$ cat src/rtl/uint16_digit_splitter_if.sv
// Request/digit-stream bundle for uint16_digit_splitter: conversion request,
// digit handshake and seven-segment drives.
interface uint16_digit_splitter_if;
    logic        start;
    logic [15:0] number;
    logic        busy;
    logic        digit_valid;
    logic        digit_ready;
    logic [3:0]  digit;
    logic        last;
    logic        top_left;
    logic        top;
    logic        top_right;
    logic        bottom_right;
    logic        bottom;
    logic        bottom_left;
    logic        middle;

    modport master (
        output start, number, digit_ready,
        input  busy, digit_valid, digit, last,
        input  top_left, top, top_right, bottom_right, bottom, bottom_left, middle
    );

    modport slave (
        input  start, number, digit_ready,
        output busy, digit_valid, digit, last,
        output top_left, top, top_right, bottom_right, bottom, bottom_left, middle
    );
endinterface

$ cat src/rtl/uint16_digit_splitter.sv
// Splits a UInt16 into decimal digits (MS first, no leading zeros) via
// double-dabble, streaming them over valid/ready with a seven-segment decode.
module uint16_digit_splitter (
    input  logic                    clk,
    input  logic                    rst,
    uint16_digit_splitter_if.slave  bus
);
    localparam int unsigned IN_W   = 16;
    localparam int unsigned DIGITS = 5;
    localparam int unsigned BCD_W  = 4 * DIGITS;
    localparam int unsigned STEP_W = 4;
    localparam int unsigned IDX_W  = 3;
    localparam int unsigned SEG_W  = 7;

    typedef enum logic [1:0] {IDLE, CONVERT, EMIT} state_t;

    state_t              state_q, state_n;
    logic [IN_W-1:0]     shift_q, shift_n;
    logic [BCD_W-1:0]    bcd_q, bcd_n;
    logic [STEP_W-1:0]   step_q, step_n;
    logic [IDX_W-1:0]    index_q, index_n;
    logic [BCD_W+IN_W-1:0] shifted;
    logic [3:0]          digit_sel;
    logic                valid_c;
    logic [SEG_W-1:0]    seg_c;

    // Add 3 to every BCD nibble that is 5 or more before the shift.
    function automatic logic [BCD_W-1:0] add3(input logic [BCD_W-1:0] v);
        logic [BCD_W-1:0] r;
        r = v;
        for (int i = 0; i < DIGITS; i++) begin
            if (v[4*i +: 4] >= 4'd5) r[4*i +: 4] = v[4*i +: 4] + 4'd3;
        end
        return r;
    endfunction

    // Highest nonzero nibble; 0 when all digits are zero so "0" still emits.
    function automatic logic [IDX_W-1:0] lead_index(input logic [BCD_W-1:0] v);
        logic [IDX_W-1:0] idx;
        idx = '0;
        for (int i = 1; i < DIGITS; i++) begin
            if (v[4*i +: 4] != 4'd0) idx = IDX_W'(i);
        end
        return idx;
    endfunction

    always_ff @(posedge clk) begin
        if (rst) begin
            state_q <= IDLE;
            shift_q <= '0;
            bcd_q   <= '0;
            step_q  <= '0;
            index_q <= '0;
        end else begin
            state_q <= state_n;
            shift_q <= shift_n;
            bcd_q   <= bcd_n;
            step_q  <= step_n;
            index_q <= index_n;
        end
    end

    always_comb begin
        state_n = state_q;
        shift_n = shift_q;
        bcd_n   = bcd_q;
        step_n  = step_q;
        index_n = index_q;
        shifted = '0;
        case (state_q)
            IDLE: begin
                if (bus.start) begin
                    shift_n = bus.number;
                    bcd_n   = '0;
                    step_n  = '0;
                    state_n = CONVERT;
                end
            end
            CONVERT: begin
                shifted          = {add3(bcd_q), shift_q} << 1;
                {bcd_n, shift_n} = shifted;
                step_n           = step_q + STEP_W'(1);
                if (step_q == STEP_W'(IN_W - 1)) begin
                    index_n = lead_index(bcd_n);
                    state_n = EMIT;
                end
            end
            EMIT: begin
                if (bus.digit_ready) begin
                    if (index_q == '0) state_n = IDLE;
                    else               index_n = index_q - IDX_W'(1);
                end
            end
            default: state_n = IDLE;
        endcase
    end

    always_comb begin
        digit_sel = 4'd0;
        case (index_q)
            3'd0:    digit_sel = bcd_q[3:0];
            3'd1:    digit_sel = bcd_q[7:4];
            3'd2:    digit_sel = bcd_q[11:8];
            3'd3:    digit_sel = bcd_q[15:12];
            3'd4:    digit_sel = bcd_q[19:16];
            default: digit_sel = 4'd0;
        endcase
    end

    // Segment order: top_left, top, top_right, bottom_right, bottom, bottom_left, middle.
    always_comb begin
        seg_c = '0;
        if (valid_c) begin
            case (digit_sel)
                4'd0:    seg_c = 7'b1111110;
                4'd1:    seg_c = 7'b0011000;
                4'd2:    seg_c = 7'b0110111;
                4'd3:    seg_c = 7'b0111101;
                4'd4:    seg_c = 7'b1011001;
                4'd5:    seg_c = 7'b1101101;
                4'd6:    seg_c = 7'b1101111;
                4'd7:    seg_c = 7'b0111000;
                4'd8:    seg_c = 7'b1111111;
                4'd9:    seg_c = 7'b1111101;
                default: seg_c = '0;
            endcase
        end
    end

    assign valid_c         = (state_q == EMIT);
    assign bus.busy        = (state_q != IDLE);
    assign bus.digit_valid = valid_c;
    assign bus.digit       = valid_c ? digit_sel : 4'd0;
    assign bus.last        = valid_c && (index_q == '0);
    assign {bus.top_left, bus.top, bus.top_right, bus.bottom_right,
            bus.bottom, bus.bottom_left, bus.middle} = seg_c;
endmodule
$ cat src/flat_wrapper.sv
// flat-port wrapper written by rule: the top's interface ports become plain ports
module uint16_digit_splitter_flat 
  (clk, rst, bus_start, bus_number, bus_digit_ready, bus_busy, bus_digit_valid, bus_digit, bus_last, bus_top_left, bus_top, bus_top_right, bus_bottom_right, bus_bottom, bus_bottom_left, bus_middle);
  uint16_digit_splitter_if bus_i ();
  input  logic clk;
  input  logic rst;
  input wire logic [$bits(bus_i.start)-1:0] bus_start;
  input wire logic [$bits(bus_i.number)-1:0] bus_number;
  input wire logic [$bits(bus_i.digit_ready)-1:0] bus_digit_ready;
  output wire logic [$bits(bus_i.busy)-1:0] bus_busy;
  output wire logic [$bits(bus_i.digit_valid)-1:0] bus_digit_valid;
  output wire logic [$bits(bus_i.digit)-1:0] bus_digit;
  output wire logic [$bits(bus_i.last)-1:0] bus_last;
  output wire logic [$bits(bus_i.top_left)-1:0] bus_top_left;
  output wire logic [$bits(bus_i.top)-1:0] bus_top;
  output wire logic [$bits(bus_i.top_right)-1:0] bus_top_right;
  output wire logic [$bits(bus_i.bottom_right)-1:0] bus_bottom_right;
  output wire logic [$bits(bus_i.bottom)-1:0] bus_bottom;
  output wire logic [$bits(bus_i.bottom_left)-1:0] bus_bottom_left;
  output wire logic [$bits(bus_i.middle)-1:0] bus_middle;
  assign bus_i.start = bus_start;
  assign bus_i.number = bus_number;
  assign bus_i.digit_ready = bus_digit_ready;
  assign bus_busy = bus_i.busy;
  assign bus_digit_valid = bus_i.digit_valid;
  assign bus_digit = bus_i.digit;
  assign bus_last = bus_i.last;
  assign bus_top_left = bus_i.top_left;
  assign bus_top = bus_i.top;
  assign bus_top_right = bus_i.top_right;
  assign bus_bottom_right = bus_i.bottom_right;
  assign bus_bottom = bus_i.bottom;
  assign bus_bottom_left = bus_i.bottom_left;
  assign bus_middle = bus_i.middle;
  uint16_digit_splitter u_core (.clk(clk), .rst(rst), .bus(bus_i));
endmodule
$ cat config.mk
export PLATFORM = sky130hd
export DESIGN_NAME = uint16_digit_splitter_flat
export DESIGN_NICKNAME = d
export VERILOG_FILES = /design/src/rtl/uint16_digit_splitter_if.sv /design/src/rtl/uint16_digit_splitter.sv /design/src/flat_wrapper.sv
export SDC_FILE = /design/constraint.sdc
export NUM_CORES = 1
export LEC_CHECK = 0
export ABC_AREA = 1
export CORE_ASPECT_RATIO = 1.25
export CORE_MARGIN = 8
export CORE_UTILIZATION = 40
export DETAILED_ROUTE_END_ITERATION = 10
export HOLD_SLACK_MARGIN = 0.03
export PLACE_DENSITY = 0.65
export SYNTH_ARGS = -nofsm -noshare
export SYNTH_HDL_FRONTEND = slang
export SYNTH_SLANG_ARGS = --single-unit
$ cat constraint.sdc
create_clock -name clk -period 5.76 [get_ports clk]
set_input_delay 1.152 -clock clk [delete_from_list [all_inputs] [get_ports clk]]
set_output_delay 1.152 -clock clk [all_outputs]
set_load 0.005 [all_outputs]
# Yosys cells after proc, flatten, opt, wreduce, memory -nomap -nowiden
# Memories as Yosys holds them, arrays and structs flattened.
# Cells that the tools add are included.
op_classes:
  n_addsub: 7
  multipliers: 0
  n_div: 0
  magnitude_cmp: 5
  n_eq_ne: 12
  shift: 0
  mux: 32
  bitwise_logic: 0
  n_reduce_logical: 13
ops:
  columns: ["cell", "n"]
  rows:
  - ["two-way mux 4 bit", 10]
  - ["case mux 20 bit (2 select lines)", 1]
  - ["case mux 16 bit (2 select lines)", 1]
  - ["greater-or-equal comparator 4 x 3 -> 1 bit (second input constant)", 5]
  - ["two-way mux 20 bit", 1]
  - ["case mux 4 bit (5 select lines)", 1]
  - ["two-way mux 3 bit", 6]
  - ["adder 4 x 2 -> 4 bit (second input constant)", 4]
  - ["two-way mux 16 bit", 1]
  - ["nonzero test 4 bit", 4]
  - ["two-way mux 2 bit", 6]
  - ["inequality test 2 bit (second input constant)", 4]
  - ["case mux 4 bit (2 select lines)", 1]
  - ["AND reduction 4 bit", 2]
  - ["two-way mux 7 bit", 1]
  - ["equality test 3 x 2 -> 1 bit (second input constant)", 2]
  - ["case mux 2 bit (3 select lines)", 1]
  - ["case mux 3 bit (2 select lines)", 1]
  - ["nonzero test 2 bit", 3]
  - ["adder 4 x 1 -> 4 bit (second input constant)", 1]
  - ["equality test 4 bit (second input constant)", 1]
  - ["adder 3 x 2 -> 3 bit (second input constant)", 1]
  - ["equality test 3 x 1 -> 1 bit (second input constant)", 1]
  - ["equality test 3 bit (second input constant)", 1]
  - ["9 further kinds", 9]
word_totals:
  register_bits: 45
  latch_bits: 0
  ram_bits: 0
  romBits: 112
  inputBits: 20
  output_inout_bits: 14
  mem_count: 1
mem_list:
  columns: ["name", "words", "word_bits", "rd", "rd_clocked_by_memory_dff", "write_ports", "line", "text"]
  rows:
  - ["(no name shown)", 16, 7, 1, 0, 0, "uint16_digit_splitter.sv:114", "case (digit_sel)"]

# Longest topological paths before layout
# Gate-level depths: netlist (run 1).
logic_depth:
  word_depth: 10
  depth_mapped: 13
  mapped_depth_nobuf: 13

# Worst setup path after synthesis (run 1)
# Ideal clock, no wire load.
synth_path:
  kind: "register to output"
  start: "register u_core.index_q[0]"
  end: "output bus_middle"
  arrival_ns: 1.980
  required_ns: 4.608
  setup_slack_ns: 2.628
  stages_incl_launch_ff: 11
  n_path_buf: 0
  cell_sequence: "dfxtp_1 > inv_1 > ha_1 > nand2_4 > nor2_1 > nor4_1 > inv_1 > ha_1 > o21ai_1 > nor2_1 > nor2_1"
synth_between:
  elab_chain_len: 4
  elab_cells_between_ends: 8
synth_rtl:
  columns: ["item", "line", "text"]
  rows:
  - ["start, declared", "uint16_digit_splitter.sv:21", "logic [IDX_W-1:0] index_q, index_n;"]
  - ["start signal, assigned", "uint16_digit_splitter.sv:59", "index_q <= index_n;"]
  - ["equality test 3 bit (tied with other cells)", "uint16_digit_splitter.sv:100", "case (index_q)"]
  - ["case mux 4 bit (5 select lines) *", "uint16_digit_splitter.sv:100", null]
  - ["memory (16 x 7 bit) *", null, null]
  - ["two-way mux 7 bit *", "uint16_digit_splitter.sv:113", "if (valid_c) begin"]
  - ["end, declared", "flat_wrapper.sv:20", "output wire logic [$bits(bus_i.middle)-1:0] bus_middle;"]
# Every way passes the cells marked *; elsewhere a longest branch is shown, timed or not.

# Final worst setup path (run 1)
layout_path:
  start: "register u_core.index_q[0]"
  end: "output bus_bottom"
layout_between:
  elab_chain_len: 4
  elab_cells_between_ends: 8
layout_rtl:
  columns: ["item", "line", "text"]
  rows:
  - ["equality test 3 bit (tied with other cells)", "uint16_digit_splitter.sv:100", null]
  - ["case mux 4 bit (5 select lines) *", "uint16_digit_splitter.sv:100", null]
  - ["memory (16 x 7 bit) *", null, null]
  - ["two-way mux 7 bit *", "uint16_digit_splitter.sv:113", null]
  - ["end, declared", "flat_wrapper.sv:18", "output wire logic [$bits(bus_i.bottom)-1:0] bus_bottom;"]
# Marks and branches as above.

==> impl_metrics.env, run 1 <==
export IMPL_hold_path_class="flip-flop to flip-flop"
export IMPL_post_place_ws_ns=1.856
export IMPL_clockRootBuffer="clkbuf_8"
export IMPL_crit_path_start_kind="flip-flop"
export IMPL_fin_tns_setup_ns=0
export IMPL_place_gp_congestion=0.8625
export IMPL_worstPathCellList="inv_1 -> ha_1 -> nand2_1 -> o22ai_1 -> nor4_1 -> ha_1 -> nor2_1 -> nor2_1 -> nor2_1 -> clkdlybuf4s50_1"
export IMPL_die_w_um=90.74
export IMPL_die_h_um=109.4
export IMPL_drive_above_1_share_pct=6.576
export IMPL_cts_hold_buf=0
export IMPL_period_share_pct=73.25
export IMPL_num_rows=34
export IMPL_initial_core_util_pct=40.77
export IMPL_clock_sinks=45
export IMPL_syn_instance_count=413
export IMPL_crit_path_end_kind="primary output"
export IMPL_synth_edf_count=0
export IMPL_cpMostUsedCell="nor2_1"
export IMPL_clockBufferDepth=2
export IMPL_ff2ff_setup_slack_ns=3.44
export IMPL_drt_total_wl_mm=6.700
export IMPL_hold_path_end="u_core.bcd_q[19]"
export IMPL_cts_max_level=2
export IMPL_crit_arrival_ns=3.07
export IMPL_yosys_cell_types_count=28
export IMPL_antennaDiodeCount=0
export IMPL_drc=0
export IMPL_ys_warnings_count=0
export IMPL_numCtsBuffers=5
export IMPL_clk_pin_slew_ns=0.08
export IMPL_grt_ovfl_total=0
export IMPL_syn_area_mm2=0.002793
export IMPL_synth_top_area_share_pct=32.26
export IMPL_cpMaxStageDelayCell="nor4_1"
export IMPL_ir_drop_v=0.0001610
export IMPL_syn_num_nets=454
export IMPL_status="complete, no violations"
export IMPL_grt_pass1_vias=2593
export IMPL_hold_path_depth=2
export IMPL_finalMaxSlewViolations=0
export IMPL_tightest_slew_ns=0.7931
export IMPL_clk_latency_ns=0.30
export IMPL_critPathTopFamily="simple AND/OR/NAND/NOR gates"
export IMPL_worstPathRequired_ns=4.61
export IMPL_max_slew_margin_rel_pct=46.64
export IMPL_seq_area_frac_synth_pct=32.26
export IMPL_io_buffers=33
export IMPL_ant_nets=0
export IMPL_grt_first_pass_wirelength_mm=11.61
export IMPL_hold_viol=0
export IMPL_cts_setup_buffers=0
export IMPL_synthFlopType="dfxtp_1"
export IMPL_utilization_pct=47.75
export IMPL_dieArea_mm2=0.009928
export IMPL_yosys_top_cells_area="dfxtp_1 32%, nand2_1 12%, ha_1 9.4%"
export IMPL_fin_ws_ns=1.541
export IMPL_wire_per_inst_um=12.62
export IMPL_hp_start="u_core.bcd_q[19]"
export IMPL_total_power_uw=692.4
export IMPL_ff2ff_path_depth=7
export IMPL_async_flop_share_pct=0
export IMPL_syn_area_per_cell_um2=6.762
export IMPL_r2r_end="u_core.bcd_q[12]"
export IMPL_areaGrowthSynthToFinish_pct=17.11
export IMPL_ios=34
export IMPL_drt_iter0_drc=168
export IMPL_yosysMostFrequentCell="nand2_1"
export IMPL_rsz0062_at_grt="false"
export IMPL_yosys_top_cells_count="86 x nand2_1, 49 x a21oi_1, 45 x dfxtp_1, 45 x inv_1, 43 x nor2_1"
export IMPL_max_cap_viol_count=0
export IMPL_crit_type="flip-flop to primary output"
export IMPL_ctsResizeCount=0
export IMPL_crit_path_max_fanout=5
export IMPL_core_area_mm2=0.006849
export IMPL_via_count=2704
export IMPL_cts_tree="yes"
export IMPL_setup_viol=0
export IMPL_drt_pass1_iterations=4
export IMPL_ys_ff_latch=45
export IMPL_antenna_found_initial=0
export IMPL_grt_max_degree=38
export IMPL_slowest_delay_ns=0.61
export IMPL_pwr_density_cell_mw_per_mm2=211.7
export IMPL_fmax_mhz=237.0
export IMPL_cp_num_buf_inv=2
export IMPL_p_leak_nw=1.396
export IMPL_skew_ns=0.002677
export IMPL_synth_area_leader_cell="dfxtp_1"
export IMPL_layout_min_cycle_time_ns=4.219
export IMPL_hpwl_mm=4.939
export IMPL_grtUsageTotal_pct=14.01
export IMPL_fin_nets=481
export IMPL_via_per_inst=5.092
export IMPL_crit_reg2reg_launch="u_core.state_q[0]"
==> metal layers <==
metal,track usage [%],wire length (um),vias to the layer above
li1,-,-,1421
met1,16.00,2996,1228
met2,24.79,3257,49
met3,3.689,355,6
met4,5.006,91,0
met5,0,0,-
==> report_power, final <==
| part | internal (mW) | switching, mW |
|---|---|---|
| Sequential | 0.334 | 0.0135 |
| Clock | 0.0843 | 0.107 |
| Combinational | 0.0601 | 0.0933 |
| Total | 0.479 | 0.214 |
==> cell usage in the layout, fill, tap and decap left out <==
cell and instances:
nand2_1 86, a21oi_1 49, inv_1 45, dfxtp_1 45, nor2_1 42, clkdlybuf4s50_1 33, o21ai_0 31, nand3_1 23
o22ai_1 22, ha_1 21, nand2_2 6, nand4_1 6, clkbuf_8 5, inv_2 4, nor2_2 3, nor4_4 2
o21ai_2 2, xor2_1 2, clkinv_2 2, buf_4 2, nand2_4 1, nor4_1 1, nor3_4 1, o21ai_1 1
o211ai_1 1, o21bai_1 1, or2_2 1, o2111ai_1 1, xnor2_1 1, clkbuf_1 1
==> worst min-delay path, stage by stage, from the launching register on <==
cell and delay, ns:
dfxtp_1 0.32, nand2_1 0.06, a21oi_1 0.05
==> metrics by stage <==
| stage | std cells | hold slack, ns | cell area, um2 |
|---|---|---|---|
| after floorplan | 413 | 0.4391 | 2793 |
| after global placement | 523 | 0.4468 | 3188 |
| after global routing | 531 | 0.4901 | 3271 |
| after detailed placement | 523 | 0.4535 | 3188 |
| final | 531 | 0.4616 | 3271 |
| after CTS | 531 | 0.4668 | 3271 |
==> how the worst max path moves through the flow <==
stage	from	end	slack [ns]	cells past startpoint
6_report	u_core.index_q[0]	bus_bottom	1.54	10
5_1_grt	u_core.index_q[0]	bus_middle	1.15	11
4_1_cts	u_core.index_q[0]	bus_bottom	1.51	10
3_5_place_dp	u_core.index_q[0]	bus_top	1.86	11
3_3_place_gp	u_core.index_q[0]	bus_middle	1.98	11
2_1_floorplan	u_core.index_q[0]	bus_middle	2.63	10
==> layout make-up <==
cell class              count  area (um2)
clock buffers               6       72.57
clock inverters             2       10.01
fillers                   731        3578
inverters                  49       183.9
multi-input cells         304        1645
flip-flops and latches     45       900.9
well taps                  90       112.6
repair buffers             35       345.3
==> cell families after synthesis <==
kind of cell / after synthesis / synth area share (%)
flip-flops: 45 / 32.26
XOR/XNOR: 3 / 0.9410
AO/OA/AOI/OAI: 108 / 20.92
AND/OR/NAND/NOR: 172 / 27.55
adder cells (fa/ha/maj): 21 / 9.409
buffers and inverters: 64 / 8.915
==> sequential cells by signal, indices dropped and copies added, names as in the netlist <==
name and count:
u_core.bcd_q 20, u_core.index_q 3, u_core.shift_q 16, u_core.state_q 2, u_core.step_q 4
No activity file was read; power rests on OpenSTA's default activity.
==> run 2: changes to the inputs <==
==> constraint.sdc (replaced) <==
create_clock -name clk -period 4.1 [get_ports clk]
set_input_delay 0.82 -clock clk [delete_from_list [all_inputs] [get_ports clk]]
set_output_delay 0.82 -clock clk [all_outputs]
set_load 0.005 [all_outputs]
==> impl_metrics.env, run 2 (synthesis gave the netlist of run 1 again) <==
export IMPL_die_w_um=90.74
export IMPL_drt_total_wl_mm=6.667
export IMPL_numCtsBuffers=5
export IMPL_crit_path_end_kind="primary output"
export IMPL_place_gp_congestion=0.8792
export IMPL_cts_max_level=2
export IMPL_crit_path_start_kind="flip-flop"
export IMPL_core_area_mm2=0.006849
export IMPL_ant_nets=0
export IMPL_hold_path_end="u_core.step_q[3]"
export IMPL_fin_tns_setup_ns=0
export IMPL_final_common_cell="nand2_1"
export IMPL_total_power_mw=1.033
export IMPL_period_share_pct=91.10
export IMPL_final_cells=531
export IMPL_grt_ovfl_total=0
export IMPL_finalMaxSlewViolations=0
export IMPL_slowest_delay_ns=0.50
export IMPL_fmax_mhz=267.7
export IMPL_r2r_end="u_core.index_q[0]"
export IMPL_hold_path_class="flip-flop to flip-flop"
export IMPL_max_cap_viol_count=0
export IMPL_reg_top3="u_core.bcd_q (20), u_core.shift_q (16), u_core.step_q (4)"
export IMPL_hold_viol=0
export IMPL_ff2ff_setup_slack_ns=2.26
export IMPL_antenna_found_initial=0
export IMPL_clockBufferDepth=2
export IMPL_status="complete, no violations"
export IMPL_clockRootBuffer="clkbuf_8"
export IMPL_fin_area_mm2=0.003306
export IMPL_clk_latency_ns=0.30
export IMPL_crit_path_max_fanout=7
export IMPL_crit_type="flip-flop to primary output"
export IMPL_antennaDiodeCount=0
export IMPL_ff2ff_path_depth=13
export IMPL_worstPathCellList="inv_1 -> ha_1 -> nand2_1 -> o22ai_1 -> nor4_4 -> inv_1 -> ha_1 -> nor2_1 -> nor2_1 -> nor2_1 -> clkdlybuf4s50_1"
export IMPL_cts_tree="yes"
export IMPL_grt_first_pass_wirelength_mm=11.51
export IMPL_ios=34
export IMPL_grt_pass1_vias=2706
export IMPL_crit_reg2reg_launch="u_core.bcd_q[8]"
export IMPL_pwr_density_cell_mw_per_mm2=312.4
export IMPL_cpMaxStageDelayCell="clkdlybuf4s50_1"
export IMPL_grt_max_degree=38
export IMPL_drc=0
export IMPL_io_buffers=33
export IMPL_via_count=2731
export IMPL_drt_iter0_drc=124
export IMPL_areaGrowthSynthToFinish_pct=18.37
export IMPL_p_leak_nw=1.411
export IMPL_cp_num_buf_inv=3
export IMPL_grtUsageTotal_pct=13.69
export IMPL_hold_path_depth=2
export IMPL_drt_pass1_iterations=5
export IMPL_setup_viol=0
export IMPL_num_rows=34
export IMPL_largest_reg_flops=20
export IMPL_via_per_inst=5.143
export IMPL_tightest_slew_ns=0.6544
export IMPL_rsz0062_at_grt="false"
export IMPL_critPathTopFamily="simple AND/OR/NAND/NOR gates"
export IMPL_hp_start="u_core.step_q[3]"
export IMPL_clk_pin_slew_ns=0.09
export IMPL_die_h_um=109.4
export IMPL_layout_min_cycle_time_ns=3.735
export IMPL_crit_arrival_ns=2.92
export IMPL_dpl_cell_area_mm2=0.003196
export IMPL_layout_common_cells="86 x nand2_1, 49 x a21oi_1, 45 x inv_1, 45 x dfxtp_1, 42 x nor2_1"
export IMPL_drive_above_1_share_pct=7.029
export IMPL_holdWs_ns=0.4684
export IMPL_largest_register="u_core.bcd_q"
export IMPL_wire_per_inst_um=12.56
export IMPL_worstPathRequired_ns=3.28
export IMPL_skew_ns=0.006902
export IMPL_dp_cells=524
export IMPL_ir_drop_v=0.0002021
export IMPL_dieArea_mm2=0.009928
export IMPL_initial_core_util_pct=40.77
export IMPL_fin_nets=482
export IMPL_cpMostUsedCell="nor2_1"
export IMPL_clock_sinks=45
export IMPL_max_slew_margin_rel_pct=56.32
export IMPL_hpwl_mm=4.992
==> run 2: cell count changes in the layout (fill, tap and decap cells not counted), sizes merged <==
cell and delta:
clkbuf -1, buf +1, bufinv +1, clkinv -1
==> run 2: report_power, final <==
| part | total (mW) | internal, mW | switching, mW |
|---|---|---|---|
| registers | 0.489 | 0.470 | 0.0189 |
| clock network | 0.327 | 0.177 | 0.149 |
| logic | 0.217 | 0.0868 | 0.130 |
==> run 2: area by class of cell <==
type,instances,area [um2]
fillers,725,3543
inverters,49,183.9
flip-flops and latches,45,900.9
repair buffers,36,352.8
well taps,90,112.6
multi-input cells,304,1652
clock buffers,5,68.82
clock inverters,2,35.03
==> run 2: metal layers <==
metal / vias to the layer above / share of wire (%) / track usage, %
met5: - / 0 / 0
met4: 0 / 1.1 / 4.291
met3: 8 / 4.6 / 3.210
met2: 48 / 50 / 26.05
met1: 1253 / 44 / 14.66
li1: 1422 / - / -
==> run 2: repair_timing <==
item	4_1_cts	5_1_grt
endpoints found under the setup margin	0	5
hold buffers	0	0
gates resized for setup	0	1
buffers inserted	0	0
==> run 2: tightest hold or removal path, delay by kind of cell (launching register included) <==
| kind | cells | cell delay (ns) |
|---|---|---|
| AO/OA/AOI/OAI | 1 | 0.05 |
| flip-flops | 1 | 0.32 |
| AND/OR/NAND/NOR | 1 | 0.06 |
==> run 2: how the worst max path moves through the flow <==
stage | startpoint | to | slack, ns | depth (start not counted)
CTS | u_core.index_q[0] | bus_middle | 0.15 | 11
global placement | u_core.index_q[0] | bus_bottom | 0.66 | 10
finish | u_core.index_q[0] | bus_bottom | 0.36 | 11
floorplan | u_core.index_q[0] | bus_middle | 1.30 | 10
global route | u_core.index_q[0] | bus_bottom | 0.06 | 11
detailed placement | u_core.index_q[0] | bus_middle | 0.49 | 11
==> run 2: metrics by stage <==
step	util, %	worst slack [ns]
finish	48.26	0.3648
global route	48.26	0.05561
global placement	46.66	0.6585
detailed placement	46.66	0.4913
floorplan	-	1.300
CTS	48.17	0.1524
==> run 3: changes to the inputs <==
--- a/config.mk
+++ b/config.mk
@@ -12,6 +12,7 @@
 export DETAILED_ROUTE_END_ITERATION = 10
 export HOLD_SLACK_MARGIN = 0.03
 export PLACE_DENSITY = 0.65
+export RECOVER_POWER = 100
 export SYNTH_ARGS = -nofsm -noshare
 export SYNTH_HDL_FRONTEND = slang
 export SYNTH_SLANG_ARGS = --single-unit
==> impl_metrics.env, run 3 (synthesis gave the netlist of run 1 again) <==
export IMPL_fin_nets=482
export IMPL_drive_above_1_share_pct=6.122
export IMPL_worstPathRequired_ns=3.28
export IMPL_fmax_mhz=258.8
export IMPL_skew_ns=0.006902
export IMPL_fin_tns_setup_ns=0
export IMPL_crit_type="flip-flop to primary output"
export IMPL_io_buffers=33
export IMPL_multi_input_area_mm2=0.001634
export IMPL_setup_viol=0
export IMPL_combPwrFrac_pct=20.8
export IMPL_place_gp_congestion=0.8792
export IMPL_crit_path_max_fanout=5
export IMPL_p_leak_nw=1.425
export IMPL_fin_ws_ns=0.2361
export IMPL_status="complete, no violations"
export IMPL_seqPwrFrac_pct=47.5
export IMPL_hpwl_mm=4.992
export IMPL_crit_path_end_kind="primary output"
export IMPL_grt_ovfl_total=0
export IMPL_layout_min_cycle_time_ns=3.864
export IMPL_seq_area_um2=900.9
export IMPL_ant_nets=0
export IMPL_clockBufferDepth=2
export IMPL_pwr_density_cell_mw_per_mm2=313.2
export IMPL_antennaDiodeCount=0
export IMPL_wire_per_inst_um=12.56
export IMPL_tightest_slew_ns=1.337
export IMPL_grt_first_pass_wirelength_mm=11.51
export IMPL_via_count=2735
export IMPL_clockRootBuffer="clkbuf_8"
export IMPL_intPower_uw=730.8
export IMPL_hold_path_class="flip-flop to flip-flop"
export IMPL_drt_total_wl_mm=6.668
export IMPL_reg_top3="u_core.bcd_q (20), u_core.shift_q (16), u_core.step_q (4)"
export IMPL_fillCellCount=727
export IMPL_final_common_cell="nand2_1"
export IMPL_finalMaxSlewViolations=0
export IMPL_total_power_mw=1.029
export IMPL_rsz0062_at_grt="false"
export IMPL_drc=0
export IMPL_grt_max_degree=38
export IMPL_layout_common_cells="87 x nand2_1, 49 x a21oi_1, 46 x inv_1"
export IMPL_max_cap_viol_count=0
export IMPL_core_area_mm2=0.006849
export IMPL_clk_pin_slew_ns=0.09
export IMPL_via_per_inst=5.151
export IMPL_antenna_found_initial=0
export IMPL_hold_viol=0
export IMPL_cts_max_level=2
export IMPL_grtUsageTotal_pct=13.69
export IMPL_ios=34
export IMPL_die_h_um=109.4
export IMPL_crit_path_start_kind="flip-flop"
export IMPL_cts_setup_buffers=0
export IMPL_grt_pass1_vias=2706
export IMPL_drt_iter0_drc=126
export IMPL_largest_register="u_core.bcd_q"
export IMPL_p_sw_uw=297.9
export IMPL_cts_tree="yes"
export IMPL_ir_drop_v=0.0002017
export IMPL_dieArea_mm2=0.009928
export IMPL_areaGrowthSynthToFinish_pct=17.61
export IMPL_num_rows=34
export IMPL_numCtsBuffers=5
export IMPL_drt_pass1_iterations=5
export IMPL_max_slew_margin_rel_pct=10.87
export IMPL_largest_reg_flops=20
export IMPL_crit_arrival_ns=3.04
export IMPL_power_share_clock_pct=31.8
export IMPL_post_place_ws_ns=0.4913
export IMPL_clock_sinks=45
export IMPL_period_share_pct=94.24
export IMPL_swShare_pct=28.96
export IMPL_initial_core_util_pct=40.77
export IMPL_clk_latency_ns=0.30
export IMPL_utilization_pct=47.95
export IMPL_die_w_um=90.74
-- run 3: cell types whose count changed in the layout (fill, tap and decap cells not counted), sizes merged --
cell / previous run / this run
clkdlybuf4s50: 33 / 24
dlygate4sd3: 0 / 9
buf: 3 / 2
clkbuf: 5 / 6
-- run 3: layer usage --
metal	routed length (um)	part of all wire [%]	GRT usage, %	vias to the layer above
met5	0	0	0	-
met4	74	1.1	4.291	0
met3	309	4.6	3.210	8
met2	3329	50	26.05	50
met1	2955	44	14.66	1255
li1	-	-	-	1422
-- run 3: area by class of cell --
type	instances	area share, %
clock inverter	2	1.067
sequential	45	27.43
tap	90	3.429
multi-input combinational	304	49.75
clock buffer	5	2.095
timing repair buffer	36	10.63
inverter	49	5.600
-- run 3: worst max-delay path, cell delays in order (launching register included) --
cell	delay, ns
dfxtp_1	0.39
inv_1	0.11
ha_1	0.25
nand2_1	0.14
o22ai_1	0.11
nor4_1	0.76
o21ai_1	0.22
nor2_1	0.15
nor2_1	0.06
dlygate4sd3_1	0.57
-- run 3: worst paths after layout --
check	startpoint	to	slack [ns]	cells after the start
worst max-delay path	u_core.index_q[0]	bus_middle	0.24	9
worst max register to register	u_core.state_q[0]	u_core.index_q[2]	1.93	9
worst min register to register	u_core.step_q[3]	u_core.step_q[3]	0.47	2
worst min-delay path	u_core.step_q[3]	u_core.step_q[3]	0.47	2
-- run 3: repair_timing --
| item | in CTS | in global routing |
|---|---|---|
| hold buffers | 0 | 0 |
| endpoints found under the setup margin | 0 | 5 |
| resized for setup | 0 | 1 |
-- run 3: through the flow --
step	hold slack (ns)	std cells	cell area, um2
after floorplan	0.4391	413	2793
after global placement	0.4481	524	3196
after detailed placement	0.4579	524	3196
after CTS	0.4712	531	3299
after global routing	0.4823	531	3284
final	0.4684	531	3284
-- run 3: power groups by stage --
stage          Clock [mW]  Combinational [mW]  Sequential, mW
3_3_place_gp            0               0.217           0.498
4_1_cts             0.339               0.220           0.489
5_1_grt             0.354               0.240           0.493
2_1_floorplan           0               0.148           0.494
6_report            0.327               0.214           0.488
3_5_place_dp            0               0.219           0.499
